--- src/rtl/fadd_align_if.sv ---
// Operand, result and shared-shifter signals of the FP16 add alignment controller.
// Handshakes: a transfer happens on a rising edge where valid & ready are both 1;
// once valid is raised its payload is held stable until that transfer, and ready may not depend on valid.
interface fadd_align_if #(
  parameter int MW = 11,
  parameter int EW = 5,
  parameter int SW = 4
);
  logic          in_valid;
  logic          in_ready;
  logic [15:0]   a;
  logic [15:0]   b;
  logic [MW-1:0] sh_in;
  logic [SW-1:0] sh_sel;
  logic [MW-1:0] sh_out;
  logic          out_valid;
  logic          out_ready;
  logic [EW-1:0] exp_out;
  logic          sign_big;
  logic          sign_small;
  logic [MW-1:0] mant_big;
  logic [MW-1:0] mant_small;
  logic          swap;
  logic          sticky;

  modport slave (
    input  in_valid, a, b, sh_out, out_ready,
    output in_ready, sh_in, sh_sel, out_valid, exp_out, sign_big, sign_small,
           mant_big, mant_small, swap, sticky
  );

  modport master (
    output in_valid, a, b, sh_out, out_ready,
    input  in_ready, sh_in, sh_sel, out_valid, exp_out, sign_big, sign_small,
           mant_big, mant_small, swap, sticky
  );
endinterface

--- src/rtl/fadd_align_ctrl.sv ---
// Mantissa-alignment sequencer for the FP16 adder: IDLE -> CMP -> SHIFT -> DONE.
// Define FADD_ALIGN_STICKY_EN to build the sticky (shifted-out bits) output.
module fadd_align_ctrl #(
  parameter int MW    = 11,
  parameter int EW    = 5,
  parameter int SW    = 4,
  parameter int MAXSH = 11
) (
  input  logic             clk,
  input  logic             rst_n,
  fadd_align_if.slave      bus,
  output logic [1:0]       state_dbg
);

  localparam logic [1:0] IDLE  = 2'd0;
  localparam logic [1:0] CMP   = 2'd1;
  localparam logic [1:0] SHIFT = 2'd2;
  localparam logic [1:0] DONE  = 2'd3;

  logic [1:0]    state;
  logic [15:0]   a_r, b_r;
  logic          swap_r;
  logic          full_r;
  logic [SW-1:0] shamt_r;

  logic [EW-1:0] exp_q;
  logic          sign_big_q, sign_small_q, swap_q;
  logic [MW-1:0] mant_big_q, mant_small_q;

  // Denormals use an effective exponent of 1 and no hidden bit.
  logic [EW-1:0] ea, eb, e_big, diff_c;
  logic [MW-1:0] ma, mb, m_big, m_small;
  logic          b_gt;

  assign ea      = (a_r[14:10] == '0) ? EW'(1) : a_r[14:10];
  assign eb      = (b_r[14:10] == '0) ? EW'(1) : b_r[14:10];
  assign ma      = {|a_r[14:10], a_r[9:0]};
  assign mb      = {|b_r[14:10], b_r[9:0]};
  assign b_gt    = {eb, mb} > {ea, ma};
  assign diff_c  = b_gt ? (eb - ea) : (ea - eb);

  assign e_big   = swap_r ? eb : ea;
  assign m_big   = swap_r ? mb : ma;
  assign m_small = swap_r ? ma : mb;

  assign bus.in_ready   = (state == IDLE);
  assign bus.out_valid  = (state == DONE);
  assign bus.sh_in      = (state == SHIFT) ? m_small : '0;
  assign bus.sh_sel     = (state == SHIFT) ? shamt_r : '0;
  assign bus.exp_out    = exp_q;
  assign bus.sign_big   = sign_big_q;
  assign bus.sign_small = sign_small_q;
  assign bus.mant_big   = mant_big_q;
  assign bus.mant_small = mant_small_q;
  assign bus.swap       = swap_q;
  assign state_dbg      = state;

  always_ff @(posedge clk or negedge rst_n) begin
    if (!rst_n) begin
      state        <= IDLE;
      a_r          <= '0;
      b_r          <= '0;
      swap_r       <= 1'b0;
      full_r       <= 1'b0;
      shamt_r      <= '0;
      exp_q        <= '0;
      sign_big_q   <= 1'b0;
      sign_small_q <= 1'b0;
      swap_q       <= 1'b0;
      mant_big_q   <= '0;
      mant_small_q <= '0;
    end else begin
      case (state)
        IDLE: begin
          if (bus.in_valid) begin
            a_r   <= bus.a;
            b_r   <= bus.b;
            state <= CMP;
          end
        end
        CMP: begin
          swap_r  <= b_gt;
          full_r  <= (diff_c >= EW'(MAXSH));
          shamt_r <= (diff_c >= EW'(MAXSH)) ? SW'(MAXSH) : diff_c[SW-1:0];
          state   <= SHIFT;
        end
        SHIFT: begin
          // A clamped shift must read as zero even if the shifter saturates differently.
          mant_small_q <= full_r ? '0 : bus.sh_out;
          mant_big_q   <= m_big;
          exp_q        <= e_big;
          sign_big_q   <= swap_r ? b_r[15] : a_r[15];
          sign_small_q <= swap_r ? a_r[15] : b_r[15];
          swap_q       <= swap_r;
          state        <= DONE;
        end
        default: begin
          if (bus.out_ready) state <= IDLE;
        end
      endcase
    end
  end

`ifdef FADD_ALIGN_STICKY_EN
  logic [MW-1:0] sticky_mask;
  logic          sticky_q;

  assign sticky_mask = (MW'(1) << shamt_r) - MW'(1);
  assign bus.sticky  = sticky_q;

  always_ff @(posedge clk or negedge rst_n) begin
    if (!rst_n) begin
      sticky_q <= 1'b0;
    end else if (state == SHIFT) begin
      sticky_q <= full_r ? (|m_small) : (|(m_small & sticky_mask));
    end
  end
`else
  assign bus.sticky = 1'b0;
`endif

endmodule

--- src/flat_wrapper.sv ---
// flat-port wrapper written by rule: the top's interface ports become plain ports
module fadd_align_ctrl_flat 
#(
  parameter int MW    = 11,
  parameter int EW    = 5,
  parameter int SW    = 4,
  parameter int MAXSH = 11
)
  (clk, rst_n, state_dbg, bus_in_valid, bus_a, bus_b, bus_sh_out, bus_out_ready, bus_in_ready, bus_sh_in, bus_sh_sel, bus_out_valid, bus_exp_out, bus_sign_big, bus_sign_small, bus_mant_big, bus_mant_small, bus_swap, bus_sticky);
  fadd_align_if #(.MW(MW), .EW(EW), .SW(SW)) bus_i ();
  input  logic clk;
  input  logic rst_n;
  output logic [1:0] state_dbg;
  input wire logic [$bits(bus_i.in_valid)-1:0] bus_in_valid;
  input wire logic [$bits(bus_i.a)-1:0] bus_a;
  input wire logic [$bits(bus_i.b)-1:0] bus_b;
  input wire logic [$bits(bus_i.sh_out)-1:0] bus_sh_out;
  input wire logic [$bits(bus_i.out_ready)-1:0] bus_out_ready;
  output wire logic [$bits(bus_i.in_ready)-1:0] bus_in_ready;
  output wire logic [$bits(bus_i.sh_in)-1:0] bus_sh_in;
  output wire logic [$bits(bus_i.sh_sel)-1:0] bus_sh_sel;
  output wire logic [$bits(bus_i.out_valid)-1:0] bus_out_valid;
  output wire logic [$bits(bus_i.exp_out)-1:0] bus_exp_out;
  output wire logic [$bits(bus_i.sign_big)-1:0] bus_sign_big;
  output wire logic [$bits(bus_i.sign_small)-1:0] bus_sign_small;
  output wire logic [$bits(bus_i.mant_big)-1:0] bus_mant_big;
  output wire logic [$bits(bus_i.mant_small)-1:0] bus_mant_small;
  output wire logic [$bits(bus_i.swap)-1:0] bus_swap;
  output wire logic [$bits(bus_i.sticky)-1:0] bus_sticky;
  assign bus_i.in_valid = bus_in_valid;
  assign bus_i.a = bus_a;
  assign bus_i.b = bus_b;
  assign bus_i.sh_out = bus_sh_out;
  assign bus_i.out_ready = bus_out_ready;
  assign bus_in_ready = bus_i.in_ready;
  assign bus_sh_in = bus_i.sh_in;
  assign bus_sh_sel = bus_i.sh_sel;
  assign bus_out_valid = bus_i.out_valid;
  assign bus_exp_out = bus_i.exp_out;
  assign bus_sign_big = bus_i.sign_big;
  assign bus_sign_small = bus_i.sign_small;
  assign bus_mant_big = bus_i.mant_big;
  assign bus_mant_small = bus_i.mant_small;
  assign bus_swap = bus_i.swap;
  assign bus_sticky = bus_i.sticky;
  fadd_align_ctrl #(.MW(MW), .EW(EW), .SW(SW), .MAXSH(MAXSH)) u_core (.clk(clk), .rst_n(rst_n), .bus(bus_i), .state_dbg(state_dbg));
endmodule
--- config.mk ---
export PLATFORM = sky130hd
export DESIGN_NAME = fadd_align_ctrl_flat
export DESIGN_NICKNAME = d
export VERILOG_FILES = /design/src/rtl/fadd_align_if.sv /design/src/rtl/fadd_align_ctrl.sv /design/src/flat_wrapper.sv
export SDC_FILE = /design/constraint.sdc
export NUM_CORES = 1
export LEC_CHECK = 0
export CAP_MARGIN = 15
export CORE_MARGIN = 2
export CORE_UTILIZATION = 50
export DETAILED_ROUTE_END_ITERATION = 8
export MAX_ROUTING_LAYER = met4
export PLACE_DENSITY = 0.93
export SLEW_MARGIN = 20
export SYNTH_ARGS = -nofsm -noshare
export SYNTH_HDL_FRONTEND = slang
export SYNTH_SLANG_ARGS = --single-unit
--- constraint.sdc ---
create_clock -name clk -period 4.12 [get_ports clk]
set_input_delay 0.412 -clock clk [delete_from_list [all_inputs] [get_ports clk]]
set_output_delay 0.412 -clock clk [all_outputs]
set_load 0.03 [all_outputs]
==> results by group <==
Setup path
  – CP Class: flop to flop
  – Worst Setup SP: u_core.a_r[11]$_DFFE_PN0P_
  – Crit end category: flop
  – Worst path arrival time: about 3600 ps
  – CP endpoint: u_core.shamt_r[1]$_DFFE_PN0P_
  – RR Endpoint: u_core.shamt_r[1]$_DFFE_PN0P_
  – Crit-path max FO: 7
  – Worst R2R Setup Slack: between 700 and 800 ps
  – R2r startpoint: u_core.a_r[11]$_DFFE_PN0P_
  – Reg2reg path depth: 12
  – Required @ worst endpoint: 4330 ps
  – Worst Setup Start Kind: flop

Logic synthesis
  – Ys flop type: dfrtp_1
  – Async SR Flop Fraction: 100%
  – Mapped Nets: roughly 440
  – Syn Std Cell Area: approximately 3900 µm²
  – Synth cell types: 48
  – Synth Register Bits: 70
  – Syn Area/Cell: roughly 10 µm²
  – Register area share after synthesis: a little under half
  – Mapped Cells: around 370
  – Syn. warnings: 0
  – Number of synthesized flops with an enable pin: 0

Routing
  – Drt pass-1 iters: 4
  – Total wire length: a little over 9000 µm
  – Drt drc: 0
  – Vias: ~3100
  – DR iter-0 viols: 120
  – DR WL/cell: 16.1 µm
  – Final ANT Viol Nets: 0
  – Vias per inst: 5.45

Floorplanning
  – Die W: ~90 µm
  – Site row count: 32
  – Full die area: 8470 µm²
  – # IOs: 97
  – CORE AREA: around 7600 µm²
  – Initial Util: 50.9%
  – Die Y-Extent: a little over 90 µm

Global route
  – First-pass GRT wire length: 15200 µm
  – Vias in the first global route: 3235
  – Initial antenna violation count: 0
  – Tot GR Track Use: 22.9%
  – GRT overflow: 0
  – Largest net degree at the start of global routing: 41

Flow run
  – Max Cap Viol: 0

Clock network
  – CTS HTree Levels: 3
  – Clk_lat worst skew: about 350 ps
  – Hold_buf cts: 0
  – Clock transition at path regs: 80 ps
  – Root Driver: clkbuf_8
  – CTS tree: yes
  – Post-CTS Resized: 0
  – Clock sink total: 70
  – Clock buffer count from CTS: 9
  – # Post-CTS Setup Buffers: 0
  – Clock Path Buffers: 2

Finish
  – Layout fillers: about 580
  – Fin nets: approximately 530
  – Share of layout cells above drive strength 1: 14.6%
  – Antenna Diode Count: 0
  – Layout area overhead: 31.6%
  – Seq. cell area: around 1800 µm²
  – Multi-input logic area: around 1900 µm²

Power and ir drop
  – Power Density: between 900 and 1000 nW/µm²
  – Static Leakage: between 2 and 2.5 nW
  – Worst vdd ir: 0.471 mV

STA
  – Period utilization: between 80% and 90%
  – Fmax: 0.294 GHz
  – # setup viols final: 0
  – Worst-margin pin slew: around 770 ps
  – Hold Vio Cnt, Final: 0
  – Worst Clk Skew: roughly 10 ps
  – RSZ-0062 raised after global routing: no
  – Final Max Tran Viols: 0
  – Hold Worst Slack: approximately 90 ps
  – Relative slew slack: between 40% and 50%
  – TNS Setup: 0 ps
  – Tmin final: 3400 ps

Place
  – DP Wirelength: approximately 6600 µm
  – Final Wtd Congestion: roughly 0.94
  – I/O Buffers: 95

Worst hold path
  – Worst hold path class: primary input to async pin

Status
  – Status: finished clean
through the flow:
| step | power (mW) | utilization (%) | std cells | setup slack (ps) | cell area [µm²] |
|---|---|---|---|---|---|
| 2_1_floorplan | 3.42 | - | 371 | 1100 | 3870 |
| 3_3_place_gp | 4.25 | 64.3 | 552 | 953 | 4890 |
| 3_5_place_dp | 4.35 | 64.3 | 552 | 767 | 4890 |
| 4_1_cts | 4.98 | 67.0 | 567 | 752 | 5100 |
| 5_1_grt | 5.34 | 67.0 | 567 | 464 | 5100 |
| 6_report | 4.98 | 67.0 | 567 | 721 | 5100 |
power breakdown:
| group | leakage [nW] | switching, mW | internal [mW] |
|---|---|---|---|
| Sequential | 0.827 | 0.305 | 1.04 |
| Clock | 0.105 | 0.261 | 0.337 |
| Combinational | 1.30 | 1.73 | 1.31 |
| Total | 2.23 | 2.29 | 2.68 |
final cells by class:
cell class                      count  area share (%)
Clock buffer                        9            2.43
Clock inverter                      6            1.69
Inverter                           31            2.28
Multi-Input combinational cell    249            37.6
Sequential cell                    70            34.3
Tap cell                          102            2.50
Timing Repair Buffer              100            19.2
synth_stat cells, drive strengths merged (5+ instances only):
library cell	instances	area share (%)
inv	30	2.9
o211ai	5	0.97
nor3	7	1.0
clkbuf	16	1.5
ha	25	8.1
mux2	35	10
nor2	38	3.7
a22o	10	2.3
a21oi	26	3.5
nand2	16	1.5
nand3	5	0.65
buf	5	0.81
dfrtp	70	45
mux2i	26	6.7
o21ai	16	2.2
worst max-delay path: stages, from the launching register on:
cell and delay, ps:
dfrtp_1 450, or4_1 540, nor2_1 240, nor2_1 140, ha_1 400, nand4_1 190, nor4_4 210, and2_4 220
nor3_1 60, a21o_1 180, o21a_1 190, o311ai_2 340, nand4b_1 130
cell families (layout without fill, tap and decap cells):
logic type	Yosys count	after routing	synth area share [%]
compound gates	74	74	12.6
fa+ha+maj	25	25	8.07
xor+xnor	3	3	1.07
mux	61	61	16.9
buf+inv	52	146	5.36
simple gates	85	85	10.7
other cells	1	1	0.0968
flops	70	70	45.2
layout by cell type (no fill, tap or decap), types with 2 or more instances in the layout:
| cell type | netlist | final |
|---|---|---|
| clkbuf_8 | 0 | 9 |
| inv_1 | 30 | 30 |
| and2_1 | 3 | 3 |
| clkdlybuf4s50_1 | 0 | 92 |
| nand3_1 | 5 | 5 |
| nand2_1 | 16 | 16 |
| a21boi_0 | 2 | 2 |
| mux2i_1 | 26 | 26 |
| ha_1 | 25 | 25 |
| nor2b_1 | 2 | 2 |
| or2_2 | 2 | 2 |
| a21oi_1 | 25 | 25 |
| a22o_1 | 10 | 10 |
| o2bb2ai_1 | 2 | 2 |
| nor3_1 | 6 | 6 |
| nor2_1 | 38 | 38 |
| buf_4 | 1 | 7 |
| o211ai_1 | 5 | 5 |
| bufinv_16 | 0 | 2 |
| o21ai_0 | 14 | 14 |
| clkinv_2 | 0 | 2 |
| dfrtp_1 | 70 | 70 |
| mux2_2 | 35 | 35 |
| a211oi_1 | 4 | 4 |
| xor2_2 | 2 | 2 |
| or4_1 | 2 | 2 |
| nand4_1 | 3 | 3 |
| o21a_1 | 3 | 3 |
state kept, by name, indices dropped and copies added (netlist names):
register and flops:
u_core.state_dbg 2, u_core.b_r 16, u_core.bus.sign_big 1, u_core.shamt_r 4, u_core.bus.mant_small 11, u_core.bus.mant_big 11, u_core.swap_r 1, u_core.a_r 16
u_core.bus.exp_out 5, u_core.full_r 1, u_core.bus.swap 1, u_core.bus.sign_small 1
routing by layer:
metal / vias to the layer above / share of wire (%) / track usage (%)
met5: - / 0 / -
met4: 0 / 2.0 / 8.58
met3: 21 / 5.5 / 3.86
met2: 107 / 48 / 36.6
met1: 1500 / 45 / 29.4
li1: 1464 / - / -
how the worst min path moves through the flow:
stage,depth (start not counted),endpoint,from
after global routing,1,u_core.bus.sign_big$_DFFE_PN0P_,rst_n
final,1,u_core.bus.sign_big$_DFFE_PN0P_,rst_n
after floorplan,0,u_core.a_r[0]$_DFFE_PN0P_,rst_n
after CTS,1,u_core.bus.sign_big$_DFFE_PN0P_,rst_n
after detailed placement,1,u_core.bus.mant_small[9]$_DFFE_PN0P_,u_core.full_r$_DFFE_PN0P_
after global placement,1,u_core.bus.mant_small[9]$_DFFE_PN0P_,u_core.full_r$_DFFE_PN0P_
No activity file was read; power rests on OpenSTA's default activity.
